$ cat config.mk
export PLATFORM = sky130hd
export DESIGN_NAME = alu_control_flat
export DESIGN_NICKNAME = d
export VERILOG_FILES = /design/src/rtl/alu_control_if.sv /design/src/rtl/alu_control.sv /design/src/flat_wrapper.sv
export SDC_FILE = /design/constraint.sdc
export NUM_CORES = 1
export LEC_CHECK = 0
export ABC_AREA = 1
export CAP_MARGIN = 30
export CORE_AREA = 5 5 42 44
export CTS_CLUSTER_SIZE = 24
export DETAILED_ROUTE_END_ITERATION = 16
export DIE_AREA = 0 0 47 49
export GPL_TIMING_DRIVEN = 1
export MAX_ROUTING_LAYER = met4
export SLEW_MARGIN = 30
export SYNTH_ARGS = -nofsm -noshare
export SYNTH_HDL_FRONTEND = slang
export SYNTH_SLANG_ARGS = --single-unit
$ cat constraint.sdc
create_clock -name clk -period 0.8 [get_ports clk]
set_input_delay 0.16 -clock clk [delete_from_list [all_inputs] [get_ports clk]]
set_output_delay 0.16 -clock clk [all_outputs]
set_load 0.01 [all_outputs]
$ cat src/rtl/alu_control_if.sv
// alu_control_if: decode request (alu_op, funct3, funct7b5) and registered
// decode result (alu_ctrl, illegal) between the main decoder and ALU select.
// master = side that issues instruction fields, slave = alu_control.
interface alu_control_if #(
  parameter int CTRL_W = 4
);

  logic [1:0]        alu_op;
  logic [2:0]        funct3;
  logic              funct7b5;
  logic [CTRL_W-1:0] alu_ctrl;
  logic              illegal;

  modport master (
    output alu_op,
    output funct3,
    output funct7b5,
    input  alu_ctrl,
    input  illegal
  );

  modport slave (
    input  alu_op,
    input  funct3,
    input  funct7b5,
    output alu_ctrl,
    output illegal
  );

endinterface

$ cat src/rtl/alu_control.sv
// alu_control: RV32I ALU control decoder for the SEQ datapath.
// Maps alu_op + funct3 + funct7b5 to a 4-bit ALU operation code, with one
// register stage between decode and the ALU select.
// Optional feature macro: ALU_CTRL_EXT_OPS_EN
//   defined   -> XOR, SLL, SRL, SRA, SLT, SLTU are decoded
//   undefined -> only ADD/SUB/AND/OR; other R/I funct3 flag illegal
module alu_control #(
  parameter int CTRL_W = 4
) (
  input  logic         clk,
  input  logic         rst_n,
  alu_control_if.slave bus
);

  // ALU operation encoding
  localparam logic [CTRL_W-1:0] OP_AND  = CTRL_W'(4'b0000);
  localparam logic [CTRL_W-1:0] OP_OR   = CTRL_W'(4'b0001);
  localparam logic [CTRL_W-1:0] OP_ADD  = CTRL_W'(4'b0010);
  localparam logic [CTRL_W-1:0] OP_XOR  = CTRL_W'(4'b0011);
  localparam logic [CTRL_W-1:0] OP_SLL  = CTRL_W'(4'b0100);
  localparam logic [CTRL_W-1:0] OP_SRL  = CTRL_W'(4'b0101);
  localparam logic [CTRL_W-1:0] OP_SUB  = CTRL_W'(4'b0110);
  localparam logic [CTRL_W-1:0] OP_SRA  = CTRL_W'(4'b0111);
  localparam logic [CTRL_W-1:0] OP_SLT  = CTRL_W'(4'b1000);
  localparam logic [CTRL_W-1:0] OP_SLTU = CTRL_W'(4'b1001);

  // Main-decoder alu_op classes
  localparam logic [1:0] ALUOP_ADDR   = 2'b00;
  localparam logic [1:0] ALUOP_BRANCH = 2'b01;
  localparam logic [1:0] ALUOP_RTYPE  = 2'b10;
  localparam logic [1:0] ALUOP_ITYPE  = 2'b11;

  typedef struct packed {
    logic [CTRL_W-1:0] ctrl;
    logic              illegal;
  } dec_t;

  localparam dec_t DEC_ILLEGAL = '{ctrl: OP_ADD, illegal: 1'b1};

  // Decode of the arithmetic/logic class (alu_op = 1x).
  // is_itype forces funct3=000 to ADD since I-type has no SUBI; bit 30 of an
  // I-type immediate is still meaningful for SRLI/SRAI.
  function automatic dec_t decode_alu(input logic       is_itype,
                                      input logic [2:0] f3,
                                      input logic       f7b5);
    dec_t d;
    d = '{ctrl: OP_ADD, illegal: 1'b0};
    case (f3)
      3'b000:  d.ctrl = (f7b5 && !is_itype) ? OP_SUB : OP_ADD;
      3'b111:  d.ctrl = OP_AND;
      3'b110:  d.ctrl = OP_OR;
`ifdef ALU_CTRL_EXT_OPS_EN
      3'b100:  d.ctrl = OP_XOR;
      3'b001:  d.ctrl = OP_SLL;
      3'b101:  d.ctrl = f7b5 ? OP_SRA : OP_SRL;
      3'b010:  d.ctrl = OP_SLT;
      3'b011:  d.ctrl = OP_SLTU;
`else
      3'b100,
      3'b001,
      3'b101,
      3'b010,
      3'b011:  d = DEC_ILLEGAL;
`endif
      default: d = '{ctrl: OP_ADD, illegal: 1'b0};
    endcase
    return d;
  endfunction

  // Top-level decode. Address and branch classes never look at funct3 or
  // funct7b5, so unknown instruction bits there cannot reach the output.
  function automatic dec_t decode(input logic [1:0] op,
                                  input logic [2:0] f3,
                                  input logic       f7b5);
    dec_t d;
    d = '{ctrl: OP_ADD, illegal: 1'b0};
    case (op)
      ALUOP_ADDR:   d = '{ctrl: OP_ADD, illegal: 1'b0};
      ALUOP_BRANCH: d = '{ctrl: OP_SUB, illegal: 1'b0};
      ALUOP_RTYPE:  d = decode_alu(1'b0, f3, f7b5);
      ALUOP_ITYPE:  d = decode_alu(1'b1, f3, f7b5);
      default:      d = '{ctrl: OP_ADD, illegal: 1'b0};
    endcase
    return d;
  endfunction

  logic [CTRL_W-1:0] alu_ctrl_d;
  logic              illegal_d;
  logic [CTRL_W-1:0] alu_ctrl_q;
  logic              illegal_q;

  // Combinational decode of the current instruction fields
  always_comb begin
    dec_t dec;
    dec        = decode(bus.alu_op, bus.funct3, bus.funct7b5);
    alu_ctrl_d = dec.ctrl;
    illegal_d  = dec.illegal;
  end

  // Decode -> ALU select stage; reset wins over any pending decode
  always_ff @(posedge clk) begin
    if (!rst_n) begin
      alu_ctrl_q <= OP_ADD;
      illegal_q  <= 1'b0;
    end else begin
      alu_ctrl_q <= alu_ctrl_d;
      illegal_q  <= illegal_d;
    end
  end

  assign bus.alu_ctrl = alu_ctrl_q;
  assign bus.illegal  = illegal_q;

endmodule

$ cat src/flat_wrapper.sv
// flat-port wrapper written by rule: the top's interface ports become plain ports
module alu_control_flat 
#(
  parameter int CTRL_W = 4
)
  (clk, rst_n, bus_alu_op, bus_funct3, bus_funct7b5, bus_alu_ctrl, bus_illegal);
  alu_control_if #(.CTRL_W(CTRL_W)) bus_i ();
  input  logic clk;
  input  logic rst_n;
  input wire logic [$bits(bus_i.alu_op)-1:0] bus_alu_op;
  input wire logic [$bits(bus_i.funct3)-1:0] bus_funct3;
  input wire logic [$bits(bus_i.funct7b5)-1:0] bus_funct7b5;
  output wire logic [$bits(bus_i.alu_ctrl)-1:0] bus_alu_ctrl;
  output wire logic [$bits(bus_i.illegal)-1:0] bus_illegal;
  assign bus_i.alu_op = bus_alu_op;
  assign bus_i.funct3 = bus_funct3;
  assign bus_i.funct7b5 = bus_funct7b5;
  assign bus_alu_ctrl = bus_i.alu_ctrl;
  assign bus_illegal = bus_i.illegal;
  alu_control #(.CTRL_W(CTRL_W)) u_core (.clk(clk), .rst_n(rst_n), .bus(bus_i));
endmodule
-- Yosys cells after proc, flatten, opt, wreduce, memory -nomap -nowiden
Cells that the tools add are included.
- equal/unequal tests: 10
- muxes and demuxes: 5
- reduce and logical (&&, ||, !) cells: 4
- operators by type and width (cell ; number):
    5-bit case mux with 4 select lines ; 1
    4-bit case mux with 4 select lines ; 1
    3-bit == test, second input constant ; 4
    4-bit case mux with 3 select lines ; 1
    3-bit by 2-bit == test with 1-bit output, second input constant ; 2
    6-bit OR reduction ; 1
    5-bit OR reduction ; 1
    2-bit == test, second input constant ; 2
    3-bit by 1-bit == test with 1-bit output, second input constant ; 1
    3-bit zero test ; 1
    3-bit 2-to-1 mux ; 1
    2-bit by 1-bit == test with 1-bit output, second input constant ; 1
    2-bit zero test ; 1
    1-bit 2-to-1 mux ; 1
- register bits: 5
- input bits: 8
- output and inout bits: 5
- logic and storage cells: 21

-- Longest topological paths before layout
Gate-level depths: netlist of run 1.
- word-level depth: 4
- mapped depth: 5
- mapped depth without buffers: 5

-- Least setup slack after synthesis of run 1
Ideal clock, no wire load.
- path kind: in2reg
- start: input bus_funct3[1]
- end: register u_core.alu_ctrl_q[2] (netlist: u_core.bus.alu_ctrl[2])
- library setup time: 0.064 ns
- data arrival time: 0.475 ns
- data required time: 0.736 ns
- path slack: 0.261 ns
- stages: 5
- buffers on the path: 0
- cell sequence: nor2_2 nand2_1 nor2_1 nor2_1 nor2_1
- word-level cells in the longest chain between the ends: 4
- elaborated cells between the ends (all ways): 11
- classes of those cells: 7 x eq/ne; 2 x mux; 2 x reduce/logical
- RTL lines (element ; line ; RTL):
    start, declared ; flat_wrapper.sv:11 ; input wire logic [$bits(bus_i.funct3)-1:0] bus_funct3;
    3-bit == test (tied with other cells) ; alu_control.sv:48 ; case (f3)
    5-bit OR reduction ; alu_control.sv:48 ;
    4-bit case mux with 4 select lines (*) ; alu_control.sv:48 ;
    5-bit case mux with 4 select lines (*) ; alu_control.sv:77 ; case (op)
    end signal, assigned ; alu_control.sv:106 ; alu_ctrl_q <= alu_ctrl_d;
    end, declared ; alu_control.sv:89 ; logic [CTRL_W-1:0] alu_ctrl_q;
Mark *: on every way between the ends. The rest lies on a longest branch, timed or not. The select of a mux whose other input is x is not followed.
A chain may end at the register's enable or synchronous reset.

-- Worst setup path after layout of run 1
- start: register u_core.alu_ctrl_q[2] (netlist: u_core.bus.alu_ctrl[2])
- end: output bus_alu_ctrl[2]
- RTL lines (element ; line ; RTL):
    end, declared ; flat_wrapper.sv:13 ; output wire logic [$bits(bus_i.alu_ctrl)-1:0] bus_alu_ctrl;
No word-level cell between the ends.

==> impl_results.md, run 1 <==
* Crit path launch type: flip-flop
* Minimum hold slack at between 0.2 and 0.25 ns
* Gr ovfl total at 0
* Die width at 47 microns
* I/O Buffers at 11
* Ys Warns at 0
* CP arrival at between 0.6 and 0.7 ns
* Max-slew violations at 0
* DR vias at 179
* XOR/XNOR share of the synthesized area at 0%
* Avg Inst Size Synth at 7.69 sq um
* Fin crit period at ~0.80 ns
* Largest vdd supply drop at between 0.3 and 0.4 mV
* Initial antenna violation count at 0
* F_max at 1240 MHz
* Largest family of logic cells by synthesized area: simple AND/OR/NAND/NOR gates
* Yosys top cell area share at 49.6%
* Post-CTS setup buffers at 0
* Share of post-route cells with drive strength above 1 at a little under a third
* # rows at 14
* Clock root buffer: clkbuf_4
* Worst-path clk slew at ~0.040 ns
* PD cells at around 1800 mW/mm^2
* Switching Share at roughly a fifth
* Wirelength per Cell at 7.60 microns
* Critical Path Fanout Max at 1
* CP top delay family: flip-flops
* Synth top cells by count: nor2_1, dfxtp_1, inv_1
* Maxcap violations at 0
* Placer Congestion at between 0.6 and 0.7
* Vias/cell at around 3.4
* Critical Path End: bus_alu_ctrl[2]
* Synthesized area at around 160 sq um
* Initial Util at 11.5%
* Core area at approximately 0.0014 sq mm
* Final setup vio count at 3
* Pwr Total at about 530 uW
* Diode count at 0
* Vias in the first global route at 160
* First-pass GRT wire length at approximately 630 microns
* Worst endpoint required time at between 0.6 and 0.7 ns
* Hold Crit Class: in -> reg
* Most common cell in the netlist: nor2_1
* P_leak at 0.154 nW
* Growth of design area from synthesis to finish at 86.0%
* Die H at a little under 50 microns
* Hold Fails Final Rpt at 0
* Compound-Gate Fraction of Synth Area at 3.10%
* Crit path buffers/inverters at 1
* Synth cell types at 11
* CP startpoint: u_core.bus.alu_ctrl[2]
* Full die area at 0.00230 sq mm
* Synth area leader: dfxtp_1
* DRC at 0
* Seq cells post-synth at 4
* CTS tree: yes
* Largest net degree at the start of global routing at 5
* Ys flop type: dfxtp_1
* Synth Area in Simple Gates at approximately a third
* Async S/R FF share, synth at 0%
* Seq pwr share at approximately 40%
* Drt first-iter violations at 11
* # clock sinks at 4
* Router iterations before antenna repair at 4
* Slowest Stage Delay on Critical Path at slightly below 0.3 ns
* Post-layout util at between 20% and 30%
* Total Routing Usage GR at ~4.4%
* Total wire length at slightly below 400 microns
* Critical path depth at 1
* Final Worst Setup Slack at -0.00427 ns
* Area contributors post-synth: dfxtp_1, nor2_1, inv_1, nand3_2, buf_4
* Dpl hpwl at about 320 microns
* Antenna Nets Post-Route at 0
* Hold path depth at 2
* Cells along the critical path: buf_2
* Nets at 46
* Post-synthesis mux area share at 0%
* Status: complete, but fails checks
* Clock share of power at 46.3%
* Comb power frac at between 10 and 15%
* Fin crit share at 101%
* Post-Synth Adder-Cell Area at 0%
* Num CTS Buffers at 3
* RSZ-0062 raised after global routing: yes
* Cells after synthesis at 21
* EDFF count, synth at 0
* CP Capture Type: output pin
* Sequential share of the synthesized area at between 40 and 50%
* Critical-path top delay cell: dfxtp_1
* Max clock buf depth at 2
* # IOs at 13
* Mapped Nets at 29
* Failing checks: negative setup slack
* NetSw at between 100 and 150 uW
* Internal power at between 400 and 500 uW
* Setup CP Type: reg -> out
* Maximum level of the CTS H-tree at 1
what timing repair did:
item | 4_1_cts | 5_1_grt
pin swaps | 1 | 0
gates cloned | 0 | 0
setup endpoints to repair | 6 | 6
hold buffers | 0 | 0
resized for setup | 19 | 1
per-stage QoR:
stage / setup slack (ns) / instance area (sq um) / instances / TNS, ns
after floorplan: 0.261 / 161 / 21 / 0
after global placement: -0.264 / 299 / 49 / -1.58
after detailed placement: -0.281 / 299 / 49 / -1.65
after CTS: -0.0256 / 298 / 52 / -0.0836
after global routing: -0.0569 / 300 / 52 / -0.179
final: -0.00427 / 300 / 52 / -0.00924
worst min path at each step:
stage                              from                     end  slack (ns)
final                     bus_funct3[2]  u_core.bus.alu_ctrl[1]        0.23
after global routing      bus_funct3[2]  u_core.bus.alu_ctrl[1]        0.24
after CTS                 bus_funct3[0]  u_core.bus.alu_ctrl[0]        0.27
after global placement    bus_funct3[0]  u_core.bus.alu_ctrl[0]        0.74
after floorplan           bus_funct3[0]  u_core.bus.alu_ctrl[0]        0.23
after detailed placement  bus_funct3[0]  u_core.bus.alu_ctrl[0]        0.75
routing by layer:
layer	part of all wire, %	global-route usage [%]
met5	0	-
met4	0	8.29
met3	17	1.11
met2	40	3.85
met1	42	5.05
power groups by stage:
stage	registers [mW]	logic (mW)	clock network, mW
2_1_floorplan	0.216	0.0224	0
3_3_place_gp	0.213	0.0868	0
3_5_place_dp	0.213	0.0878	0
4_1_cts	0.209	0.0761	0.266
5_1_grt	0.209	0.0824	0.290
6_report	0.209	0.0748	0.245
cells in the final DEF, fill, tap and decap left out, types with 2 or more instances in the layout:
| master | netlist | routed |
|---|---|---|
| inv_1 | 3 | 3 |
| dlygate4sd2_1 | 0 | 3 |
| buf_2 | 0 | 4 |
| buf_4 | 1 | 2 |
| dfxtp_1 | 4 | 4 |
| clkdlybuf4s50_1 | 0 | 3 |
| clkbuf_4 | 0 | 3 |
| nor2_1 | 5 | 5 |
| nand2_1 | 2 | 2 |
cell families (layout without fill, tap and decap cells):
kind of cell,after synthesis,after routing
buffers and inverters,4,19
and+or+nand+nor,11,11
AOI/OAI and AO/OA,1,1
other,1,1
DFF,4,4
state kept, by name (all words and copies together) (netlist names):
name	flops
u_core.bus.alu_ctrl	3
u_core.bus.illegal	1
layout make-up:
cell class | instances | area [sq um]
inverter | 3 | 11.3
fill | 167 | 1100
multi-input combinational | 13 | 62.6
tap | 16 | 20.0
timing repair buffer | 13 | 104
clock buffer | 3 | 22.5
sequential | 4 | 80.1
No activity file was read; power rests on OpenSTA's default activity.
==> run 2: changes to the inputs <==
--- a/config.mk
+++ b/config.mk
@@ -13,7 +13,6 @@
 export DIE_AREA = 0 0 47 49
 export GPL_TIMING_DRIVEN = 1
 export MAX_ROUTING_LAYER = met4
-export SLEW_MARGIN = 30
 export SYNTH_ARGS = -nofsm -noshare
 export SYNTH_HDL_FRONTEND = slang
 export SYNTH_SLANG_ARGS = --single-unit
==> results of run 2 <==
No change in the layout: final DEF, timing and power equal those of run 1.
==> run 3: changes to the inputs <==
==> constraint.sdc (replaced) <==
create_clock -name clk -period 1 [get_ports clk]
set_input_delay 0.2 -clock clk [delete_from_list [all_inputs] [get_ports clk]]
set_output_delay 0.2 -clock clk [all_outputs]
set_load 0.01 [all_outputs]
==> impl_results.md, run 3 (same netlist as run 1, synthesis figures left out) <==
* Final setup vio count at 0 (-3)
* Slowest Stage Delay on Critical Path at 0.30 ns (about the same)
* Worst-path clk slew at 0.04 ns (about the same)
* Area after DPL at 299 sq um (unchanged)
* Max reg flops at 3 (unchanged)
* Wirelength per Cell at 7.79 microns (+2.5%)
* Die width at 47 microns (unchanged)
* Dpl ws at -0.131 ns (+0.149 ns)
* # clock sinks at 4 (unchanged)
* Hold Crit Class: in -> reg
* Hold Fails Final Rpt at 0 (unchanged)
* Initial Util at 11.5% (unchanged)
* NetSw at 92.7 uW (-17%)
* Largest vdd supply drop at 0.383 mV (+17%)
* RSZ-0062 raised after global routing: no
* Maximum level of the CTS H-tree at 1 (unchanged)
* # rows at 14 (unchanged)
* # IOs at 13 (unchanged)
* Hold EP: u_core.bus.alu_ctrl[0]
* Critical Path Fanout Max at 1 (unchanged)
* F_max at between 1000 and 1500 MHz
* CP top delay family: flip-flops
* CTS tree: yes
* CP arrival at 0.77 ns (+0.13 ns)
* First-pass GRT wire length at 545 microns (-13%)
* Seq pwr share at 38.5% (-1.0 points)
* PD cells at 1350 mW/mm^2 (-23%)
* Cells along the critical path: clkdlybuf4s15_1
* Minimum hold slack at 0.565 ns (+0.332 ns)
* Crit path buffers/inverters at 1 (unchanged)
* CP Capture Type: output pin
* Total negative slack at 0 ns (+0.00924 ns)
* Total wire length at 405 microns (+2.5%)
* DR vias at 177 (-1.1%)
* Clock share of power at 45.9% (-0.4 points)
* Critical-path top delay cell: dfxtp_1
* Antenna Nets Post-Route at 0 (unchanged)
* Final Worst Setup Slack at 0.0345 ns (+0.0387 ns)
* Placer Congestion at 0.639 (-0.96%)
* Fin crit period at between 0.9 and 1 ns
* Vias in the first global route at 167 (+4.4%)
* Clock root buffer: clkbuf_4
* Status: completed
* Commonest cells after routing, fill and taps aside: clkdlybuf4s50_1, nor2_1, clkdlybuf4s15_1, dfxtp_1
* Num CTS Buffers at 3 (unchanged)
* Internal power at 342 uW (-18%)
* Post-layout util at 22.9% (+1.5 points)
* Setup CP Type: reg -> out
* Comb power frac at 15.5% (+1.4 points)
* Vias/cell at 3.40 (-1.1%)
* Crit path launch type: flip-flop
* Full die area at 0.00230 sq mm (unchanged)
* Max-slew violations at 0 (unchanged)
* I/O Buffers at 11 (unchanged)
* Die H at 49 microns (unchanged)
* Share of post-route cells with drive strength above 1 at 19.4% (-11 points)
* Worst endpoint required time at 0.80 ns (+0.16 ns)
* Core area at 0.00140 sq mm (unchanged)
* Growth of design area from synthesis to finish at 99.2%
* Maxcap violations at 0 (unchanged)
* Switching Share at 21.3% (+0.29 points)
* Router iterations before antenna repair at 1 (-3)
* Post-CTS setup buffers at 0 (unchanged)
* Largest net degree at the start of global routing at 5 (unchanged)
* Filler instances at 169 (+1.2%)
* Hold buffers post-CTS at 0 (unchanged)
* Drt first-iter violations at 0 (-11)
* Initial antenna violation count at 0 (unchanged)
* Diode count at 0 (unchanged)
* Worst hold start: bus_funct3[0]
* Nets at 46 (unchanged)
* Fin crit share at between 90% and 100%
* Hold path depth at 2 (unchanged)
* DRC at 0 (unchanged)
* Design area at 322 sq um (+7.1%)
* Total Routing Usage GR at 3.82% (-0.58 points)
* Dpl hpwl at 340 microns (+6.7%)
* P_leak at 0.141 nW (-8.5%)
* Most common cell after layout, fill and taps aside: clkdlybuf4s50_1
* Max clock buf depth at 2 (unchanged)
* Gr ovfl total at 0 (unchanged)
## run 3: cell count changes in the layout (fill, tap and decap cells not counted)
cell             previous run  this run
clkdlybuf4s50_1             3         7
dlymetal6s2s_1              1         0
buf_2                       4         0
dlygate4sd2_1               3         0
clkdlybuf4s15_1             0         4
## run 3: timing repair
action                                 4_1_cts  5_1_grt
endpoints found under the hold margin        0        0
gates resized for setup                      8        0
setup endpoints to repair                    4        0
## run 3: routing by layer
metal / GRT usage (%) / wire length (microns)
met1: 4.17 / 181
met4: 4.15 / 0
met3: 3.32 / 69
met5: - / 0
met2: 3.62 / 153
## run 3: worst max-delay path by stage
stage | from | end | slack [ns] | cells past startpoint
after global routing | u_core.bus.alu_ctrl[2] | bus_alu_ctrl[2] | 0.004 | 1
after global placement | bus_funct3[1] | u_core.bus.alu_ctrl[2] | -0.11 | 6
after floorplan | bus_funct3[1] | u_core.bus.alu_ctrl[2] | 0.42 | 5
final | u_core.bus.illegal | bus_illegal | 0.03 | 1
after detailed placement | bus_funct3[1] | u_core.bus.alu_ctrl[2] | -0.13 | 6
after CTS | u_core.bus.illegal | bus_illegal | 0.01 | 1
## run 3: final cells by class
type                       instances  area [sq um]  area share [%]
clock buffer                       3          22.5            7.00
inverter                           3          11.3            3.50
multi-input combinational         13          62.6            19.5
timing repair buffer              13           125            38.9
sequential                         4          80.1            24.9
tap                               16          20.0            6.23
## run 3: per-stage QoR
step | power [mW] | instances
CTS | 0.447 | 52
detailed placement | 0.241 | 49
global route | 0.461 | 52
global placement | 0.239 | 49
finish | 0.435 | 52
floorplan | 0.191 | 21
## run 3: power groups by stage
stage               Sequential [mW]  Combinational (mW)  Clock (mW)
floorplan                     0.173              0.0179           0
CTS                           0.168              0.0682       0.211
detailed placement            0.170              0.0707           0
global placement              0.170              0.0693           0
global route                  0.168              0.0731       0.220
finish                        0.168              0.0675       0.200
